`src/rtl/fetch_sequencer.sv`:
```
`default_nettype none
// fetch_sequencer: PC owner, I-memory request sequencer and fetch/decode register.
// Rev 1.0
module fetch_sequencer #(
    parameter logic [31:0] RESET_PC = 32'h0000_0000,
    parameter int unsigned PC_INC   = 4
) (
    input  logic        CLK,
    input  logic        RST,
    input  logic        ihit,
    input  logic [31:0] imemload,
    output logic        imemREN,
    output logic [31:0] imemaddr,
    input  logic        fd_stall,
    input  logic        dec_redirect,
    input  logic [31:0] dec_target,
    input  logic        dec_halt,
    input  logic        ex_redirect,
    input  logic [31:0] ex_target,
    output logic [31:0] fd_instruction,
    output logic [31:0] fd_npc,
    output logic        fd_valid,
    output logic        halted
);

    localparam logic [1:0]  S_FETCH  = 2'd0;
    localparam logic [1:0]  S_DRAIN  = 2'd1;
    localparam logic [1:0]  S_HOLD   = 2'd2;
    localparam logic [1:0]  S_HALTED = 2'd3;
    localparam logic [31:0] C_INC    = 32'(PC_INC);
    localparam logic [31:0] C_ALIGN  = 32'hFFFF_FFFC;

    logic [1:0]  r_state;
    logic [31:0] r_pc;
    logic [31:0] r_req_addr;
    logic        r_drain_halt;
    logic [31:0] r_buf_instr;
    logic [31:0] r_buf_npc;
    logic [31:0] r_fd_instr;
    logic [31:0] r_fd_npc;
    logic        r_fd_valid;

    logic        w_dec_redir_eff;
    logic        w_dec_halt_eff;
    logic        w_redir_ev;
    logic        w_halt_ev;
    logic        w_event;
    logic [31:0] w_target;
    logic [31:0] w_pc_inc;
    logic [1:0]  w_state_nxt;
    logic [31:0] w_pc_nxt;
    logic [31:0] w_req_nxt;
    logic        w_dh_nxt;
    logic        w_buf_load;

    assign w_dec_redir_eff = dec_redirect & ~fd_stall & ~ex_redirect;
    assign w_dec_halt_eff  = dec_halt & ~fd_stall & ~ex_redirect;
    // Halt beats a simultaneous decode redirect; execute beats both.
    assign w_halt_ev  = w_dec_halt_eff;
    assign w_redir_ev = ex_redirect | (w_dec_redir_eff & ~w_dec_halt_eff);
    assign w_event    = w_redir_ev | w_halt_ev;
    assign w_target   = (ex_redirect ? ex_target : dec_target) & C_ALIGN;
    assign w_pc_inc   = r_pc + C_INC;

    assign imemREN  = (r_state == S_FETCH) || (r_state == S_DRAIN);
    assign imemaddr = (r_state == S_DRAIN) ? r_req_addr : r_pc;
    assign halted   = (r_state == S_HALTED);

    assign fd_instruction = r_fd_instr;
    assign fd_npc         = r_fd_npc;
    assign fd_valid       = r_fd_valid;

    always_comb begin
        w_state_nxt = r_state;
        w_pc_nxt    = r_pc;
        w_req_nxt   = r_req_addr;
        w_dh_nxt    = r_drain_halt;
        w_buf_load  = 1'b0;
        case (r_state)
            S_FETCH: begin
                if (w_event) begin
                    if (w_redir_ev) w_pc_nxt = w_target;
                    // An outstanding request must keep its address until it completes.
                    if (!ihit) begin
                        w_state_nxt = S_DRAIN;
                        w_req_nxt   = r_pc;
                        w_dh_nxt    = w_halt_ev;
                    end else if (w_halt_ev) begin
                        w_state_nxt = S_HALTED;
                    end
                end else if (ihit) begin
                    w_pc_nxt = w_pc_inc;
                    if (fd_stall) begin
                        w_state_nxt = S_HOLD;
                        w_buf_load  = 1'b1;
                    end
                end
            end
            S_HOLD: begin
                if (w_event) begin
                    if (w_redir_ev) w_pc_nxt = w_target;
                    w_state_nxt = w_halt_ev ? S_HALTED : S_FETCH;
                end else if (!fd_stall) begin
                    w_state_nxt = S_FETCH;
                end
            end
            S_DRAIN: begin
                if (w_redir_ev) begin
                    w_pc_nxt = w_target;
                    w_dh_nxt = 1'b0;
                end else if (w_halt_ev) begin
                    w_dh_nxt = 1'b1;
                end
                if (ihit) w_state_nxt = w_dh_nxt ? S_HALTED : S_FETCH;
            end
            S_HALTED: begin
                if (ex_redirect) begin
                    w_pc_nxt    = w_target;
                    w_state_nxt = S_FETCH;
                end
            end
            default: w_state_nxt = S_FETCH;
        endcase
    end

    always_ff @(posedge CLK or posedge RST) begin
        if (RST) begin
            r_state      <= S_FETCH;
            r_pc         <= RESET_PC & C_ALIGN;
            r_req_addr   <= RESET_PC & C_ALIGN;
            r_drain_halt <= 1'b0;
            r_buf_instr  <= 32'h0;
            r_buf_npc    <= 32'h0;
        end else begin
            r_state      <= w_state_nxt;
            r_pc         <= w_pc_nxt;
            r_req_addr   <= w_req_nxt;
            r_drain_halt <= w_dh_nxt;
            if (w_buf_load) begin
                r_buf_instr <= imemload;
                r_buf_npc   <= w_pc_inc;
            end
        end
    end

    always_ff @(posedge CLK or posedge RST) begin
        if (RST) begin
            r_fd_instr <= 32'h0;
            r_fd_npc   <= 32'h0;
            r_fd_valid <= 1'b0;
        end else if (ex_redirect) begin
            r_fd_valid <= 1'b0;
        end else if (fd_stall) begin
            r_fd_valid <= r_fd_valid;
        end else if (w_dec_redir_eff || w_dec_halt_eff) begin
            r_fd_valid <= 1'b0;
        end else if (r_state == S_HOLD) begin
            r_fd_instr <= r_buf_instr;
            r_fd_npc   <= r_buf_npc;
            r_fd_valid <= 1'b1;
        end else if (r_state == S_FETCH && ihit) begin
            r_fd_instr <= imemload;
            r_fd_npc   <= w_pc_inc;
            r_fd_valid <= 1'b1;
        end else begin
            r_fd_valid <= 1'b0;
        end
    end

endmodule
`default_nettype wire

```
`config.mk`:
```
export PLATFORM = sky130hd
export DESIGN_NAME = fetch_sequencer
export DESIGN_NICKNAME = d
export VERILOG_FILES = /design/src/rtl/fetch_sequencer.sv
export SDC_FILE = /design/constraint.sdc
export NUM_CORES = 1
export LEC_CHECK = 0
export ABC_AREA = 1
export CAP_MARGIN = 25
export CORE_MARGIN = 2
export CORE_UTILIZATION = 41
export CTS_BUF_LIST = sky130_fd_sc_hd__clkbuf_2
export DETAILED_ROUTE_END_ITERATION = 12
export GPL_TIMING_DRIVEN = 0
export PLACE_DENSITY = 0.71
export SYNTH_ARGS = -nofsm -noshare
export SYNTH_HDL_FRONTEND = slang
export SYNTH_SLANG_ARGS = --single-unit
```
`constraint.sdc`:
```
create_clock -name CLK -period 10.8 [get_ports CLK]
set_input_delay 2.16 -clock CLK [delete_from_list [all_inputs] [get_ports CLK]]
set_output_delay 2.16 -clock CLK [all_outputs]
set_load 0.01 [all_outputs]
```
Yosys cells after proc, flatten, opt, wreduce, memory -nomap -nowiden --
Cells that the tools add are included. Widths: inputs -> output; s select.
Word-level totals: output and inout port bits 99, register bits after elaboration 196, word-level logic and storage cells 85, input bits 103
Operators by class: equality and inequality tests 13, add/sub/neg operators 1, reductions and logical operators 11, muxes and demuxes 39, bitwise logic cells 12
Operators by type and width (count):
- $mux 32 | 11
- $pmux 32 s4 | 1
- $add 32x3->32 const B | 1
- $mux 2 | 11
- $mux 1 | 14
- $ne 2x2->1 const B | 5
- $ne 3x3->1 const B | 3
- $reduce_and 3->1 | 3
- $pmux 2 s4 | 1
- $reduce_and 6->1 | 1
- $and 1x1->1 | 5
- $not 1->1 | 5
- $eq 2x2->1 const B | 2
- $ne 4x4->1 const B | 1
- $reduce_and 4->1 | 1
- $reduce_bool 2->1 | 2
- $eq 2x1->1 const B | 1
- $logic_not 2->1 | 1
- $logic_or 1x1->1 | 2
- $ne 2x1->1 const B | 1
- $or 1x1->1 | 2
- $pmux 1 s2 | 1
- $logic_and 1x1->1 | 1

Depth between registers and ports, before layout --
depth in word-level cells 11, depth in mapped cells 11, depth with buffers taken out 11

Least setup slack after synthesis --
No wires, ideal clock.
path type flip-flop to output port, start register r_state[1], end output imemaddr[14], buffers on the path 2, cell stages (with the launch flop) 7, data required time 8.640 ns, data arrival time 1.386 ns, slack 7.254 ns, path through dfrtp_1 > inv_1 > ha_1 > clkbuf_1 > clkbuf_1 > nand2_1 > o21ai_0
On the way: longest elaborated chain between the ends 2
RTL lines:
- from (decl) | line 33 | logic [1:0] r_state;
- from (signal assigned) | line 135 | r_state <= w_state_nxt;
- $eq 2x1->1 | line 66 | assign imemaddr = (r_state == S_DRAIN) ? r_req_addr : r_pc;
- $mux 32 | line 66
- to (decl) | line 13 | output logic [31:0] imemaddr,
Every way passes these cells.

Worst setup path in the final report --
start register r_state[1], end output imemaddr[9]
The elaborated chain is that of the path after synthesis.

==> flow_summary.json <==
{
  "outcome": "completed",
  "drv.max_cap_violation_count": 0,
  "place.port_buffers": 196,
  "static-leakage-power_nw": 5.97,
  "worst-setup-path-type": "flip-flop to primary output",
  "ys_types": 27,
  "ys.flop_type": "sky130_fd_sc_hd__dfrtp_1",
  "die_w_um": 159,
  "clock_tree.htree_level_count": 4,
  "finalMaxSlewViolations": 0,
  "final.setup.worst_slack_ns": 5.31,
  "post_cts_setup_repair_buffer_count": 0,
  "critPathMaxStageDelay_ns": 0.58,
  "coreArea_um2": 23600,
  "startpoint_type": "flip-flop",
  "fin_worst_skew_ns": 0.0452,
  "dr_total_vias": 9759,
  "setup.worst_path.end_class": "primary output",
  "mostFrequentLayoutCell": "sky130_fd_sc_hd__nand2_1",
  "post_route_cells_drive_above_1_share": 0.0417,
  "ys_async_sr_fraction": 1.00,
  "cpMostUsedCell": "sky130_fd_sc_hd__clkbuf_1",
  "synthesis.nets": 1487,
  "critPathRequiredTime_ns": 8.64,
  "clock_latency_ns": 0.78,
  "clk_pin_slew_ns": 0.29,
  "placed_cells": 1894,
  "place_worst_setup_slack_ns": 6.19,
  "achievable-frequency_ghz": 0.182,
  "routedWlPerCell_um": 16.3,
  "grt_pass1_vias": 9201,
  "rsz_0062_raised_after_global_routing": "no",
  "fp.dieArea_um2": 25400,
  "cts_buffers": 17,
  "synthesis.yosys.warnings": 0,
  "grt_max_degree": 107,
  "cts_root_buffer": "sky130_fd_sc_hd__clkbuf_2",
  "layout_min_cycle_time_ns": 5.49,
  "synth-seq-cells": 196,
  "die_y_um": 159,
  "antenna_found_initial": 1,
  "synth_enable_flop_cells": 0,
  "first_pass_iters": 7,
  "grt-ovfl-total": 0,
  "critical_path.cell_chain": "inv_1, ha_1, clkbuf_1, clkbuf_1, nand2_1, o21ai_0, clkdlybuf4s50_1",
  "critical_path.n_buffers_inverters": 4,
  "layout.core_utilization": 0.532,
  "boundaryPins": 202,
  "nets": 1703,
  "timing_worst_slew_pin_value_ns": 0.682,
  "drt-total-wl_um": 31300,
  "detail-route-antenna-nets": 0,
  "min_path_type": "flip-flop to flip-flop",
  "finalHoldViolations": 0,
  "ys_seq_area_frac": 0.495,
  "post_synth_instance_area_um2": 9910,
  "post_cts_hold_buffer_count": 0,
  "path_max_fanout": 10,
  "peakVddDrop_mv": 0.156,
  "area_delta_synth_final_pct": 26.7,
  "detail_route.vias_per_cell": 5.06,
  "final.period_utilization": 0.508,
  "grt_pass1_wl_um": 49600,
  "post_detailed_placement_half_perimeter_wirelength_um": 23800,
  "first_iter_violations": 857,
  "crit_slowest_cell": "sky130_fd_sc_hd__clkdlybuf4s50_1",
  "track_usage": 0.245,
  "clock_tree_from_tritoncts": "built",
  "timing.critical_path.max_delay_family": "buffers and inverters",
  "synth_instances": 1378,
  "remaining_drc_errors": 0,
  "clk_path_buf_depth": 2,
  "setup_tns_ns": 0,
  "cts_repair_resize_count": 0,
  "timing.max_slew.rel_slack": 0.545,
  "worstPathArrival_ns": 3.33,
  "stdcell_count": 1927,
  "gpl.final_weighted_congestion": 0.969,
  "setup_viol_count_final": 0,
  "power_per_unit_of_standard_cell_area_nw_per_um2": 258,
  "synthesis.area_per_instance_um2": 7.19,
  "std_cell_rows": 56,
  "clock-sinks": 196,
  "initial_core_util": 0.420,
  "final.hold.worst_slack_ns": 0.514,
  "leading_cell_types_in_the_layout_fill_and_taps_excluded": "sky130_fd_sc_hd__nand2_1 (658), sky130_fd_sc_hd__dfrtp_1 (196), sky130_fd_sc_hd__clkdlybuf4s50_1 (196)"
}
==> registers in the layout (all words and copies together), names as in the netlist <==
| name | cells |
|---|---|
| fd_npc | 32 |
| r_req_addr | 32 |
| fd_valid | 1 |
| r_state | 2 |
| r_buf_npc | 32 |
| fd_instruction | 32 |
| r_buf_instr | 32 |
| r_pc | 32 |
| r_drain_halt | 1 |
==> area by class of cell <==
class	count	area, um^2
inverter	70	270
buffer	72	319
sequential	196	4900
tap	319	399
fill	2294	11000
timing repair buffer	197	1990
antenna	1	2.50
clock inverter	15	168
multi-input combinational	1040	4430
clock buffer	17	85.1
==> power breakdown <==
group          internal (mW)  switching, mW
combinational          0.665          0.916
sequential              1.06          0.223
clock                 0.0969          0.286
==> per-stage QoR <==
step	total power [mW]	instance area [um^2]
after floorplan	2.10	9910
after global placement	2.83	12300
after detailed placement	2.87	12300
after CTS	3.25	12600
after global routing	3.49	12600
final	3.25	12600
==> worst paths after layout <==
path                                        startpoint                              to  slack, ns  cells after the start
setup / recovery                r_state[1]$_DFFE_PP0P_                     imemaddr[9]       5.31                      7
hold / removal             r_buf_instr[18]$_DFFE_PP0P_     r_buf_instr[18]$_DFFE_PP0P_       0.51                      2
setup reg to reg                r_state[0]$_DFFE_PP0P_           fd_npc[4]$_DFFE_PP0P_       8.17                      8
hold reg to reg            r_buf_instr[18]$_DFFE_PP0P_     r_buf_instr[18]$_DFFE_PP0P_       0.51                      2
max in group asynchronous                          RST  fd_instruction[14]$_DFFE_PP0P_       8.04                      3
min in group asynchronous                          RST  fd_instruction[24]$_DFFE_PP0P_       1.79                      2
==> worst min-delay path, stage by stage, from the launching register on <==
cell and delay, ns:
sky130_fd_sc_hd__dfrtp_1 0.41, sky130_fd_sc_hd__nand2_1 0.05, sky130_fd_sc_hd__nand2_1 0.05
==> kinds of logic after synthesis <==
group           share of synthesized area
xor+xnor                           0.0115
fa+ha+maj                         0.00757
compound gates                      0.108
simple gates                        0.320
flops                               0.495
buf+inv                            0.0587
==> cells in the mapped netlist (5+ instances only) <==
master / count / area, um^2
sky130_fd_sc_hd__o21ai_0: 106 / 531
sky130_fd_sc_hd__a31oi_1: 43 / 269
sky130_fd_sc_hd__inv_1: 66 / 248
sky130_fd_sc_hd__nand3_1: 36 / 180
sky130_fd_sc_hd__dfrtp_1: 196 / 4900
sky130_fd_sc_hd__nor2_1: 116 / 435
sky130_fd_sc_hd__clkbuf_1: 46 / 173
sky130_fd_sc_hd__xor2_1: 13 / 114
sky130_fd_sc_hd__buf_2: 21 / 105
sky130_fd_sc_hd__nand2_1: 658 / 2470
sky130_fd_sc_hd__a21oi_1: 43 / 215
sky130_fd_sc_hd__nand4_1: 5 / 31.3
sky130_fd_sc_hd__ha_1: 6 / 75.1
==> routing by layer <==
metal / GRT usage / vias up / part of all wire / wire (um)
li1: - / 4783 / - / -
met1: 0.345 / 4559 / 0.46 / 14400
met2: 0.392 / 377 / 0.46 / 14400
met3: 0.0419 / 40 / 0.060 / 1870
met4: 0.0620 / 0 / 0.024 / 746
met5: 0 / - / 0 / 0
Note: power is estimated with default switching activity, not from simulation.
